## src/rtl/div_sched_pkg.sv

```systemverilog
// Shared types and defaults for the divider ramp scheduler: FSM state encoding,
// default channel geometry and the channel-index width helper.
package div_sched_pkg;

  typedef enum logic [0:0] {
    ST_IDLE  = 1'b0,
    ST_SWEEP = 1'b1
  } state_e;

  localparam int DEF_NCH      = 4;
  localparam int DEF_W        = 16;
  localparam int DEF_STEP_W   = 8;
  localparam int DEF_TICK_DIV = 50000;
  localparam int DEF_START_HP = 1000;

  function automatic int ch_idx_w(input int n);
    return (n > 1) ? $clog2(n) : 1;
  endfunction

endpackage

```

## src/rtl/div_ramp_scheduler_if.sv

```systemverilog
// Configuration channel of the ramp scheduler: valid/ready handshake carrying
// channel index, target half-period and ramp step.
interface div_ramp_scheduler_if
  import div_sched_pkg::*;
#(
  parameter int NCH    = DEF_NCH,
  parameter int W      = DEF_W,
  parameter int STEP_W = DEF_STEP_W
);
  localparam int CHW = ch_idx_w(NCH);

  logic              cfg_valid;
  logic              cfg_ready;
  logic [CHW-1:0]    cfg_ch;
  logic [W-1:0]      cfg_target;
  logic [STEP_W-1:0] cfg_step;

  modport master (
    output cfg_valid, cfg_ch, cfg_target, cfg_step,
    input  cfg_ready
  );

  modport slave (
    input  cfg_valid, cfg_ch, cfg_target, cfg_step,
    output cfg_ready
  );

endinterface

```

## src/rtl/ramp_tick_gen.sv

```systemverilog
// Free-running 0..TICK_DIV-1 counter; tick is high for the one cycle the count
// sits at its last value, i.e. the cycle before it wraps.
module ramp_tick_gen #(
  parameter int TICK_DIV = 50000
) (
  input  logic CLK,
  input  logic RST,
  output logic tick
);
  localparam int            CW   = (TICK_DIV > 1) ? $clog2(TICK_DIV) : 1;
  localparam logic [CW-1:0] LAST = CW'(TICK_DIV - 1);

  logic [CW-1:0] cnt;

  always_ff @(posedge CLK or posedge RST) begin
    if (RST) begin
      cnt <= '0;
    end else if (cnt == LAST) begin
      cnt <= '0;
    end else begin
      cnt <= cnt + CW'(1);
    end
  end

  assign tick = (cnt == LAST);

endmodule

```

## src/rtl/div_ramp_scheduler.sv

```systemverilog
// Ramps the half-period of NCH clock dividers toward configured targets, one
// channel per cycle in a periodic sweep through a single shared step datapath.
module div_ramp_scheduler
  import div_sched_pkg::*;
#(
  parameter int NCH      = DEF_NCH,
  parameter int W        = DEF_W,
  parameter int STEP_W   = DEF_STEP_W,
  parameter int TICK_DIV = DEF_TICK_DIV,
  parameter int START_HP = DEF_START_HP
) (
  input  logic                 CLK,
  input  logic                 RST,
  div_ramp_scheduler_if.slave  cfg,
  output logic [NCH*W-1:0]     div_in,
  output logic [NCH-1:0]       div_rst,
  output logic [NCH-1:0]       at_target,
  output logic                 busy
);
  localparam int             CHW     = ch_idx_w(NCH);
  localparam logic [0:0]     IDLE    = ST_IDLE;
  localparam logic [0:0]     SWEEP   = ST_SWEEP;
  localparam logic [W-1:0]   START   = W'(START_HP);
  localparam logic [CHW-1:0] LAST_CH = CHW'(NCH - 1);

  logic [0:0]        state;
  logic              sweep_pend;
  logic              rdy_en;
  logic              tick;
  logic              cfg_acc;
  logic [CHW-1:0]    idx;

  logic [W-1:0]      cur_q [NCH];
  logic [W-1:0]      tgt_q [NCH];
  logic [STEP_W-1:0] stp_q [NCH];

  logic [W-1:0]      cur_s;
  logic [W-1:0]      tgt_s;
  logic [STEP_W-1:0] stp_s;
  logic [W-1:0]      nxt_s;

  // Comparing the remaining distance against the step keeps both directions
  // free of wrap-around and lands exactly on the target.
  function automatic logic [W-1:0] ramp_next(input logic [W-1:0]      cur,
                                             input logic [W-1:0]      tgt,
                                             input logic [STEP_W-1:0] stp);
    logic [W-1:0] s;
    s = W'(stp);
    if (cur > tgt) return (stp == '0 || (cur - tgt) < s) ? tgt : cur - s;
    if (cur < tgt) return (stp == '0 || (tgt - cur) < s) ? tgt : cur + s;
    return cur;
  endfunction

  ramp_tick_gen #(.TICK_DIV(TICK_DIV)) u_tick (
    .CLK  (CLK),
    .RST  (RST),
    .tick (tick)
  );

  assign cfg.cfg_ready = rdy_en & (state == IDLE) & ~sweep_pend;
  assign cfg_acc       = cfg.cfg_valid & cfg.cfg_ready;
  assign busy          = (state == SWEEP);

  always_ff @(posedge CLK or posedge RST) begin
    if (RST) begin
      state      <= IDLE;
      sweep_pend <= 1'b0;
      idx        <= '0;
      rdy_en     <= 1'b0;
    end else begin
      rdy_en <= 1'b1;
      // A tick landing on the sweep-entry cycle stays pending for a second sweep.
      if (tick) begin
        sweep_pend <= 1'b1;
      end else if (state == IDLE && sweep_pend) begin
        sweep_pend <= 1'b0;
      end
      case (state)
        IDLE: begin
          if (sweep_pend) begin
            state <= SWEEP;
            idx   <= '0;
          end
        end
        default: begin
          idx <= idx + CHW'(1);
          if (idx == LAST_CH) state <= IDLE;
        end
      endcase
    end
  end

  // Shared step datapath, muxed by the channel being swept
  assign cur_s = cur_q[idx];
  assign tgt_s = tgt_q[idx];
  assign stp_s = stp_q[idx];
  assign nxt_s = ramp_next(cur_s, tgt_s, stp_s);

  always_ff @(posedge CLK or posedge RST) begin
    if (RST) begin
      for (int i = 0; i < NCH; i++) begin
        cur_q[i] <= START;
        tgt_q[i] <= '0;
        stp_q[i] <= '0;
      end
      div_rst   <= '1;
      at_target <= '0;
    end else begin
      for (int i = 0; i < NCH; i++) begin
        at_target[i] <= ~div_rst[i] & (cur_q[i] == tgt_q[i]);
      end
      if (busy && tgt_s != '0) begin
        cur_q[idx] <= nxt_s;
      end
      // Accepts never coincide with a sweep cycle, so the cur_q writes cannot collide.
      if (cfg_acc) begin
        tgt_q[cfg.cfg_ch] <= cfg.cfg_target;
        stp_q[cfg.cfg_ch] <= cfg.cfg_step;
        if (cfg.cfg_target == '0) begin
          div_rst[cfg.cfg_ch] <= 1'b1;
          cur_q[cfg.cfg_ch]   <= START;
        end else begin
          div_rst[cfg.cfg_ch] <= 1'b0;
        end
      end
    end
  end

  for (genvar g = 0; g < NCH; g++) begin : g_out
    assign div_in[g*W +: W] = cur_q[g];
  end

endmodule

```

## src/flat_wrapper.sv

```systemverilog
// flat-port wrapper written by rule: the top's interface ports become plain ports
module div_ramp_scheduler_flat import div_sched_pkg::*;
#(
  parameter int NCH      = DEF_NCH,
  parameter int W        = DEF_W,
  parameter int STEP_W   = DEF_STEP_W,
  parameter int TICK_DIV = DEF_TICK_DIV,
  parameter int START_HP = DEF_START_HP
)
  (CLK, RST, div_in, div_rst, at_target, busy, cfg_cfg_valid, cfg_cfg_ch, cfg_cfg_target, cfg_cfg_step, cfg_cfg_ready);
  div_ramp_scheduler_if #(.NCH(NCH), .W(W), .STEP_W(STEP_W)) cfg_i ();
  input  logic CLK;
  input  logic RST;
  output logic [NCH*W-1:0] div_in;
  output logic [NCH-1:0] div_rst;
  output logic [NCH-1:0] at_target;
  output logic busy;
  input wire logic [$bits(cfg_i.cfg_valid)-1:0] cfg_cfg_valid;
  input wire logic [$bits(cfg_i.cfg_ch)-1:0] cfg_cfg_ch;
  input wire logic [$bits(cfg_i.cfg_target)-1:0] cfg_cfg_target;
  input wire logic [$bits(cfg_i.cfg_step)-1:0] cfg_cfg_step;
  output wire logic [$bits(cfg_i.cfg_ready)-1:0] cfg_cfg_ready;
  assign cfg_i.cfg_valid = cfg_cfg_valid;
  assign cfg_i.cfg_ch = cfg_cfg_ch;
  assign cfg_i.cfg_target = cfg_cfg_target;
  assign cfg_i.cfg_step = cfg_cfg_step;
  assign cfg_cfg_ready = cfg_i.cfg_ready;
  div_ramp_scheduler #(.NCH(NCH), .W(W), .STEP_W(STEP_W), .TICK_DIV(TICK_DIV), .START_HP(START_HP)) u_core (.CLK(CLK), .RST(RST), .cfg(cfg_i), .div_in(div_in), .div_rst(div_rst), .at_target(at_target), .busy(busy));
endmodule
```

## config.mk

```make
export PLATFORM = sky130hd
export DESIGN_NAME = div_ramp_scheduler_flat
export DESIGN_NICKNAME = d
export VERILOG_FILES = /design/src/rtl/div_sched_pkg.sv /design/src/rtl/div_ramp_scheduler_if.sv /design/src/rtl/ramp_tick_gen.sv /design/src/rtl/div_ramp_scheduler.sv /design/src/flat_wrapper.sv
export SDC_FILE = /design/constraint.sdc
export NUM_CORES = 1
export LEC_CHECK = 0
export CAP_MARGIN = 20
export CELL_PAD_IN_SITES_DETAIL_PLACEMENT = 1
export CELL_PAD_IN_SITES_GLOBAL_PLACEMENT = 2
export CORE_AREA = 2 2 178 180
export CTS_CLUSTER_DIAMETER = 100
export DETAILED_ROUTE_END_ITERATION = 12
export DIE_AREA = 0 0 180 182
export DONT_BUFFER_PORTS = 1
export HOLD_SLACK_MARGIN = 0.15
export PLACE_DENSITY_LB_ADDON = 0.05
export SYNTH_ARGS = -nofsm -noshare
export SYNTH_HDL_FRONTEND = slang
export SYNTH_SLANG_ARGS = --single-unit
```

## constraint.sdc

```tcl
create_clock -name CLK -period 8.45 [get_ports CLK]
set_input_delay 1.69 -clock CLK [delete_from_list [all_inputs] [get_ports CLK]]
set_output_delay 1.69 -clock CLK [all_outputs]
set_load 0.03 [all_outputs]
```

==> results of run 1 <==
-- critical path: cells and delay by family (launching register included) --
family                     cells  cell delay, ns
AOI/OAI and AO/OA              8            2.03
xor gates and xnor gates       1            0.19
adders and majority gates      2            0.69
buffers and inverters          2            0.64
DFF                            1            0.85
muxes                          1            0.69
and+or+nand+nor                5            1.17
-- report_power, final --
group	leakage [nW]	switching [mW]	internal (mW)
clock	0.295	0.418	0.410
sequential	2.16	0.0925	1.01
combinational	3.09	0.638	0.393
total	5.55	1.15	1.81
-- cells by family after synthesis --
family	Yosys count	synth area share, %
AOI/OAI and AO/OA	291	15.2
xor gates and xnor gates	107	7.37
adders and majority gates	70	7.12
buffers and inverters	120	4.09
DFF	189	37.4
muxes	145	16.2
other	1	0.0295
and+or+nand+nor	313	12.6
-- worst min path at each step --
stage                     cells past startpoint                    to  slack, ns
after CTS                                     1  u_core.u_tick.cnt[7]       0.51
final                                         1         u_core.idx[1]       0.49
after global placement                        1  u_core.u_tick.cnt[0]       0.48
after detailed placement                      1         u_core.idx[1]       0.49
after floorplan                               1         u_core.idx[1]       0.45
after global routing                          1       u_core.stp_q[7]       0.53
-- flip-flops by register name, summed over array words and instances, names as in the netlist, named ones only --
register	flops
u_core.stp_q	32
u_core.div_in	64
u_core.sweep_pend	1
u_core.busy	1
u_core.u_tick.cnt	16
u_core.tgt_q	64
u_core.idx	2
u_core.at_target	4
u_core.rdy_en	1
-- metrics by stage --
step | instances | instance area [um2] | utilization, % | hold slack [ns]
floorplan | 1236 | 12700 | - | 0.445
global placement | 1591 | 13000 | 42.1 | 0.477
detailed placement | 1591 | 13000 | 42.1 | 0.491
CTS | 1623 | 13600 | 44.0 | 0.505
global route | 1623 | 13600 | 44.0 | 0.528
finish | 1623 | 13600 | 44.0 | 0.489
-- cells in the final DEF, fill, tap and decap left out, types with 4 or more instances in the layout --
cell type | netlist | layout
nor2_1 | 59 | 59
clkbuf_16 | 0 | 18
a22oi_1 | 5 | 5
nand3_1 | 51 | 51
a21oi_1 | 66 | 66
or3_1 | 11 | 11
ha_1 | 66 | 66
buf_4 | 4 | 11
nor4_1 | 24 | 23
a31oi_1 | 13 | 13
o21ai_0 | 86 | 86
nand2b_1 | 5 | 5
a32oi_1 | 5 | 5
nor2b_1 | 4 | 4
o21ai_1 | 13 | 13
dfstp_2 | 28 | 28
o21a_1 | 5 | 5
mux2_2 | 98 | 98
o41ai_1 | 4 | 4
inv_6 | 0 | 4
xnor2_1 | 22 | 22
a211oi_1 | 10 | 10
fa_1 | 4 | 4
a221oi_1 | 5 | 5
and2_1 | 7 | 7
o211ai_1 | 9 | 9
dfrtp_1 | 161 | 159
and3_1 | 8 | 8
xor2_1 | 85 | 85
a21o_1 | 12 | 12
o31ai_1 | 12 | 12
nor3_1 | 41 | 40
mux2i_1 | 8 | 8
inv_1 | 62 | 61
mux4_2 | 39 | 39
clkinv_8 | 0 | 4
nand4_1 | 22 | 22
nand2_1 | 63 | 63
-- cell usage after synthesis (4+ instances only) --
library cell  number  area (um2)
o21ai_1           13        65.1
nand2b_1           5        31.3
a221oi_1           5        43.8
a22oi_1            5        37.5
a211oi_1          10        75.1
o21ai_0           86         430
dfstp_2           28         736
buf_6              5        56.3
a32oi_1            5        43.8
o21a_1             5        37.5
a21o_1            12        90.1
inv_1             62         233
fa_1               4        80.1
nand2_1           63         236
xor2_1            85         744
dfrtp_1          161        4030
nand4_1           22         138
buf_4              4        30.0
nor2b_1            4        25.0
and2_1             7        43.8
clkbuf_1          33         124
and3_1             8        50.1
mux2i_1            8        80.1
nor3_1            41         205
mux2_2            98        1100
xnor2_1           22         193
buf_2             14        70.1
mux4_2            39         878
ha_1              66         826
nor4_1            24         150
a31oi_1           13        81.3
nor2_1            59         221
a21oi_1           66         330
nand3_1           51         255
o41ai_1            4        35.0
or3_1             11        68.8
o31ai_1           12        90.1
o211ai_1           9        67.6
-- area by class of cell --
type / count / area share (%)
flip-flops and latches: 189 / 35.0
clock buffers: 18 / 3.30
clock inverters: 14 / 1.07
multi-input cells: 927 / 54.6
inverters: 62 / 1.76
well taps: 402 / 3.69
repair buffers: 11 / 0.605
-- metal layers --
metal | global-route usage [%] | wire (um) | share of wire [%] | up-vias
met4 | 7.84 | 1040 | 2.2 | 0
li1 | - | - | - | 4508
met1 | 41.0 | 21400 | 45 | 5376
met3 | 7.18 | 3390 | 7.0 | 62
met2 | 46.5 | 22300 | 46 | 365
met5 | 0 | 0 | 0 | -
==> results.py, run 1 <==
metrics = {
    "place": {
        "dpl.hpwl_um": 37200,
        "io_buffers": 0,
        "post-place-ws_ns": 1.99,
        "gp_congestion": 0.897,
    },
    "sta": {
        "setup_violations": 0,
        "setup_tns_ns": 0,
        "skew_ns": 0.0134,
        "layout_setup_ws_ns": 1.99,
        "fin_crit_sh_pct": 76.4,
        "slew_headroom_pct": 27.1,
        "rsz0062_at_grt": "false",
        "hold_viol_final": 0,
        "min_period_ns": 6.46,
        "tightest_slew_ns": 1.09,
        "max_freq_mhz": 155,
        "slew_viol_final": 0,
    },
    "floorplan": {
        "rows": 65,
        "fp.coreArea_mm2": 0.0310,
        "start_util_pct": 41.1,
        "die_w_um": 180,
        "dieArea_mm2": 0.0328,
        "io_pins": 103,
        "die_y_um": 182,
    },
    "clock_network": {
        "cts_root_buf": "clkbuf_16",
        "post-cts-setup-buffers": 0,
        "worstSkewPairLatency_ns": 0.47,
        "numCtsBuffers": 17,
        "clkTransAtPathRegs_ns": 0.08,
        "h-tree-depth": 4,
        "clock-sinks": 189,
        "clock_path_buffers": 2,
        "cts-resized-gates": 0,
        "cts_hold_buf": 0,
        "cts_tree": "built",
    },
    "finish": {
        "layout-drive-gt1-share_pct": 19.2,
        "fill_cells": 3389,
        "multi_input_comb_area_mm2": 0.00745,
        "ff_latch_area_mm2": 0.00477,
        "antenna_cells": 0,
        "final_nets": 1307,
        "area_delta_synth_final_pct": 7.20,
    },
    "critical_path": {
        "worst_path_max_delay_cell": "dfrtp_2",
        "setup.worst_path.start": "u_core.idx[0]",
        "rrSetupSlack_ns": 1.99,
        "critPathRequiredTime_ns": 8.76,
        "max_stage_delay_ns": 0.85,
        "crit_path_max_fanout": 25,
        "startpoint_type": "register",
        "path_class": "register to register",
        "endpoint_kind": "register",
        "arrival_ns": 6.76,
        "reg2reg_from": "u_core.idx[0]",
        "rr_worst_depth": 19,
        "worstPathCellList": "buf_4, mux4_2, inv_1, ha_1, a21oi_1, a21o_1, and2_1, o21ai_0, xor2_1, ha_1, nand4_1, nor2_1, o21ai_0, o211ai_1, nor4_4, nand3_1, o22a_1, o2111ai_1, o21ai_0",
        "critPathMostFrequentCell": "o21ai_0",
        "crit_end": "u_core.div_in[28]",
        "regToRegEndpoint": "u_core.div_in[28]",
    },
    "pwr": {
        "finalPower_mw": 2.96,
        "power_density_mw_per_mm2": 217,
        "leakage_nw": 5.55,
        "vdd_ir_drop_max_uv": 158,
    },
    "logic_synthesis": {
        "ys_async_sr_fraction_pct": 100,
        "yosysUniqueCellTypes": 84,
        "netlist_area_mm2": 0.0127,
        "synthFlopType": "dfrtp_1",
        "synth_edf_count": 0,
        "syn_avg_cell_area_um2": 10.3,
        "yosysSeqAreaShare_pct": 37.4,
        "ys.warnings.count": 0,
        "syn_nets": 1335,
        "ys_ff_latch": 189,
        "syn_inst": 1236,
    },
    "route": {
        "wl_um": 48100,
        "drt_iter0_drc": 808,
        "ant_nets": 0,
        "viasPerCell": 6.35,
        "vias": 10311,
        "drcViolationCount": 0,
        "post_drt_wl_per_cell_um": 29.7,
        "drt-pass1-iter-count": 5,
    },
    "global_routing": {
        "grt_pass1_vias": 10585,
        "grt_pass1_wl_um": 72200,
        "globalRoute.totalOverflow": 0,
        "antenna_found_initial": 1,
        "grt_use_total_pct": 29.6,
        "grt_max_degree": 87,
    },
    "min_path": {
        "hold_path.class": "register to register",
        "min_from": "u_core.sweep_pend",
    },
    "status": {
        "status": "finished, final reports clean",
    },
    "flow_run": {
        "maxCapViolCount": 0,
    },
}
(Power assumes the default switching activity.)
==> run 2: changes to the inputs <==
CORE_AREA = 2 2 186 188   (was 2 2 178 180)
DIE_AREA = 0 0 188 190   (was 0 0 180 182)
clock period = 5.35 ns   (was 8.45 ns; I/O delays follow)
==> run 2 against run 1 <==
Net effect:
- combinational power up 73%
- critical path depth up 1
- design area up 6.4%
- wire length up 4.6%
- non-clock buffer count up 83
- core utilization down 1.3 points
- sequential power up 57%
- clock skew up 0.0078 ns
- sequential share of layout area down 2.1 points
- clock power up 64%
- register-to-register slack worse by 1.8 ns
- first-iteration DRC count down 20%
- critical endpoint is now u_core.div_in[34]
- largest cell class unchanged
==> results.py, run 2 (synthesis gave the netlist of run 1 again) <==
metrics = {
    "status": {
        "status": "finished, final reports clean",
    },
    "critical_path": {
        "endpoint_kind": "register",
        "arrival_ns": 5.49,
        "max_stage_delay_ns": 0.57,
        "startpoint_type": "register",
        "critPathRequiredTime_ns": 5.66,
        "worst_path_max_delay_cell": "mux4_2",
        "regToRegEndpoint": "u_core.div_in[34]",
        "rrSetupSlack_ns": 0.17,
        "rr_worst_depth": 20,
        "path_class": "register to register",
        "worstPathCellList": "buf_12, mux4_2, inv_1, ha_1, inv_1, fa_1, nand3_1, nand2_1, xor2_1, ha_1, a21o_1, a21o_1, a21oi_1, o21ai_1, a211oi_2, nand3_2, buf_4, a32oi_1, a22oi_2, o41ai_2",
        "crit_path_max_fanout": 13,
        "reg2reg_from": "u_core.idx[0]",
    },
    "clock_network": {
        "cts_tree": "built",
        "clock_path_buffers": 2,
        "clkTransAtPathRegs_ns": 0.09,
        "clock-sinks": 189,
        "h-tree-depth": 4,
        "worstSkewPairLatency_ns": 0.45,
        "cts_root_buf": "clkbuf_16",
        "numCtsBuffers": 17,
        "cts_hold_buf": 0,
    },
    "pwr": {
        "p_comb_share_pct": 36.5,
        "internal_power_mw": 2.97,
        "pwr-share-clk_pct": 27.9,
        "leakage_nw": 5.99,
        "power_density_mw_per_mm2": 336,
        "p_sw_mw": 1.90,
        "p_sw_share_pct": 39.0,
        "vdd_ir_drop_max_uv": 193,
        "seq_power_share_pct": 35.5,
    },
    "sta": {
        "slew_headroom_pct": 23.8,
        "setup_tns_ns": 0,
        "layout_setup_ws_ns": 0.170,
        "hold_viol_final": 0,
        "max_freq_mhz": 193,
        "setup_violations": 0,
        "tightest_slew_ns": 1.14,
        "slew_viol_final": 0,
        "skew_ns": 0.0211,
        "min_period_ns": 5.18,
        "fin_crit_sh_pct": 96.8,
    },
    "finish": {
        "final_nets": 1390,
        "area_delta_synth_final_pct": 14.0,
        "ff_latch_area_mm2": 0.00477,
        "final_cell_mix": "159 x dfrtp_1, 98 x mux2_2, 89 x buf_4",
        "fin_cells": 1759,
        "fill_cells": 3765,
        "finish.utilization_pct": 42.7,
        "antenna_cells": 0,
        "final_common_cell": "dfrtp_1",
        "multi_input_comb_area_mm2": 0.00753,
        "layout-drive-gt1-share_pct": 25.2,
    },
    "global_routing": {
        "antenna_found_initial": 0,
        "grt_pass1_wl_um": 74700,
        "grt_max_degree": 143,
        "grt_use_total_pct": 28.3,
        "globalRoute.totalOverflow": 0,
        "grt_pass1_vias": 11152,
    },
    "floorplan": {
        "fp.coreArea_mm2": 0.0339,
        "io_pins": 103,
        "start_util_pct": 37.5,
        "rows": 68,
        "die_y_um": 190,
        "die_w_um": 188,
        "dieArea_mm2": 0.0357,
    },
    "min_path": {
        "min_to": "u_core.u_tick.cnt[0]",
        "hold_path.class": "register to register",
        "min_from": "u_core.u_tick.cnt[0]",
        "hold_depth": 1,
    },
    "route": {
        "top_layer_used": "met4",
        "post_drt_wl_per_cell_um": 28.6,
        "drcViolationCount": 0,
        "ant_nets": 0,
        "drt_iter0_drc": 647,
        "wl_met2_um": 24900,
        "vias": 10541,
        "drt-pass1-iter-count": 5,
        "wl_met3_um": 2170,
        "wl_um": 50400,
        "viasPerCell": 5.99,
        "drt-met1-wl_um": 22100,
    },
    "place": {
        "post-place-ws_ns": 0.0277,
        "io_buffers": 0,
        "dp_cells": 1718,
        "dpl.hpwl_um": 38400,
        "gp_congestion": 0.885,
    },
    "flow_run": {
        "maxCapViolCount": 0,
    },
}
-- run 2: final cells by class --
cell class | count | area share [%]
clock buffers | 17 | 2.93
inverters | 62 | 1.63
flip-flops and latches | 189 | 32.9
clock inverters | 15 | 1.38
well taps | 455 | 3.92
repair buffers | 94 | 5.33
multi-input cells | 927 | 51.9
-- run 2: worst max-delay path, delay by kind of cell, from the launching register on --
family	cells	cell delay [ns]
mux	1	0.57
xor+xnor	1	0.18
compound gates	8	1.79
fa+ha+maj	3	0.96
buf+inv	4	0.62
simple gates	3	0.44
flops	1	0.45
-- run 2: worst max path at each step --
stage,start,to,slack (ns),cells past startpoint
4_1_cts,u_core.idx[0],u_core.div_in[34],0.005,20
5_1_grt,u_core.idx[0],u_core.div_in[34],-0.05,20
6_report,u_core.idx[0],u_core.div_in[34],0.17,20
3_5_place_dp,u_core.idx[0],u_core.div_in[37],0.03,21
2_1_floorplan,u_core.idx[0],u_core.div_in[28],0.20,22
3_3_place_gp,u_core.idx[0],u_core.div_in[50],0.06,14
-- run 2: power groups by stage --
stage	Combinational [mW]	Sequential, mW	Clock (mW)
floorplan	1.15	1.70	0
global placement	1.70	1.75	0
detailed placement	1.72	1.75	0
CTS	1.74	1.73	1.39
global route	1.92	1.75	1.45
finish	1.78	1.73	1.36
-- run 2: what timing repair did --
action	CTS	global route
setup buffers	0	8
gates resized for setup	2	12
pin swaps	0	8
cloned	0	1
setup endpoints to repair	4	56
-- run 2: metrics by stage --
step	cell area (um2)	power (mW)	hold WS (ns)
after floorplan	12700	2.85	0.445
final	14500	4.87	0.490
after detailed placement	13700	3.47	0.487
after CTS	14400	4.85	0.499
after global routing	14500	5.11	0.514
after global placement	13700	3.45	0.478
-- run 2: per-layer routing --
| layer | global-route usage [%] | up-vias |
|---|---|---|
| li1 | - | 4679 |
| met1 | 36.9 | 5576 |
| met2 | 48.5 | 229 |
| met3 | 4.78 | 57 |
| met4 | 7.87 | 0 |
| met5 | 0 | - |
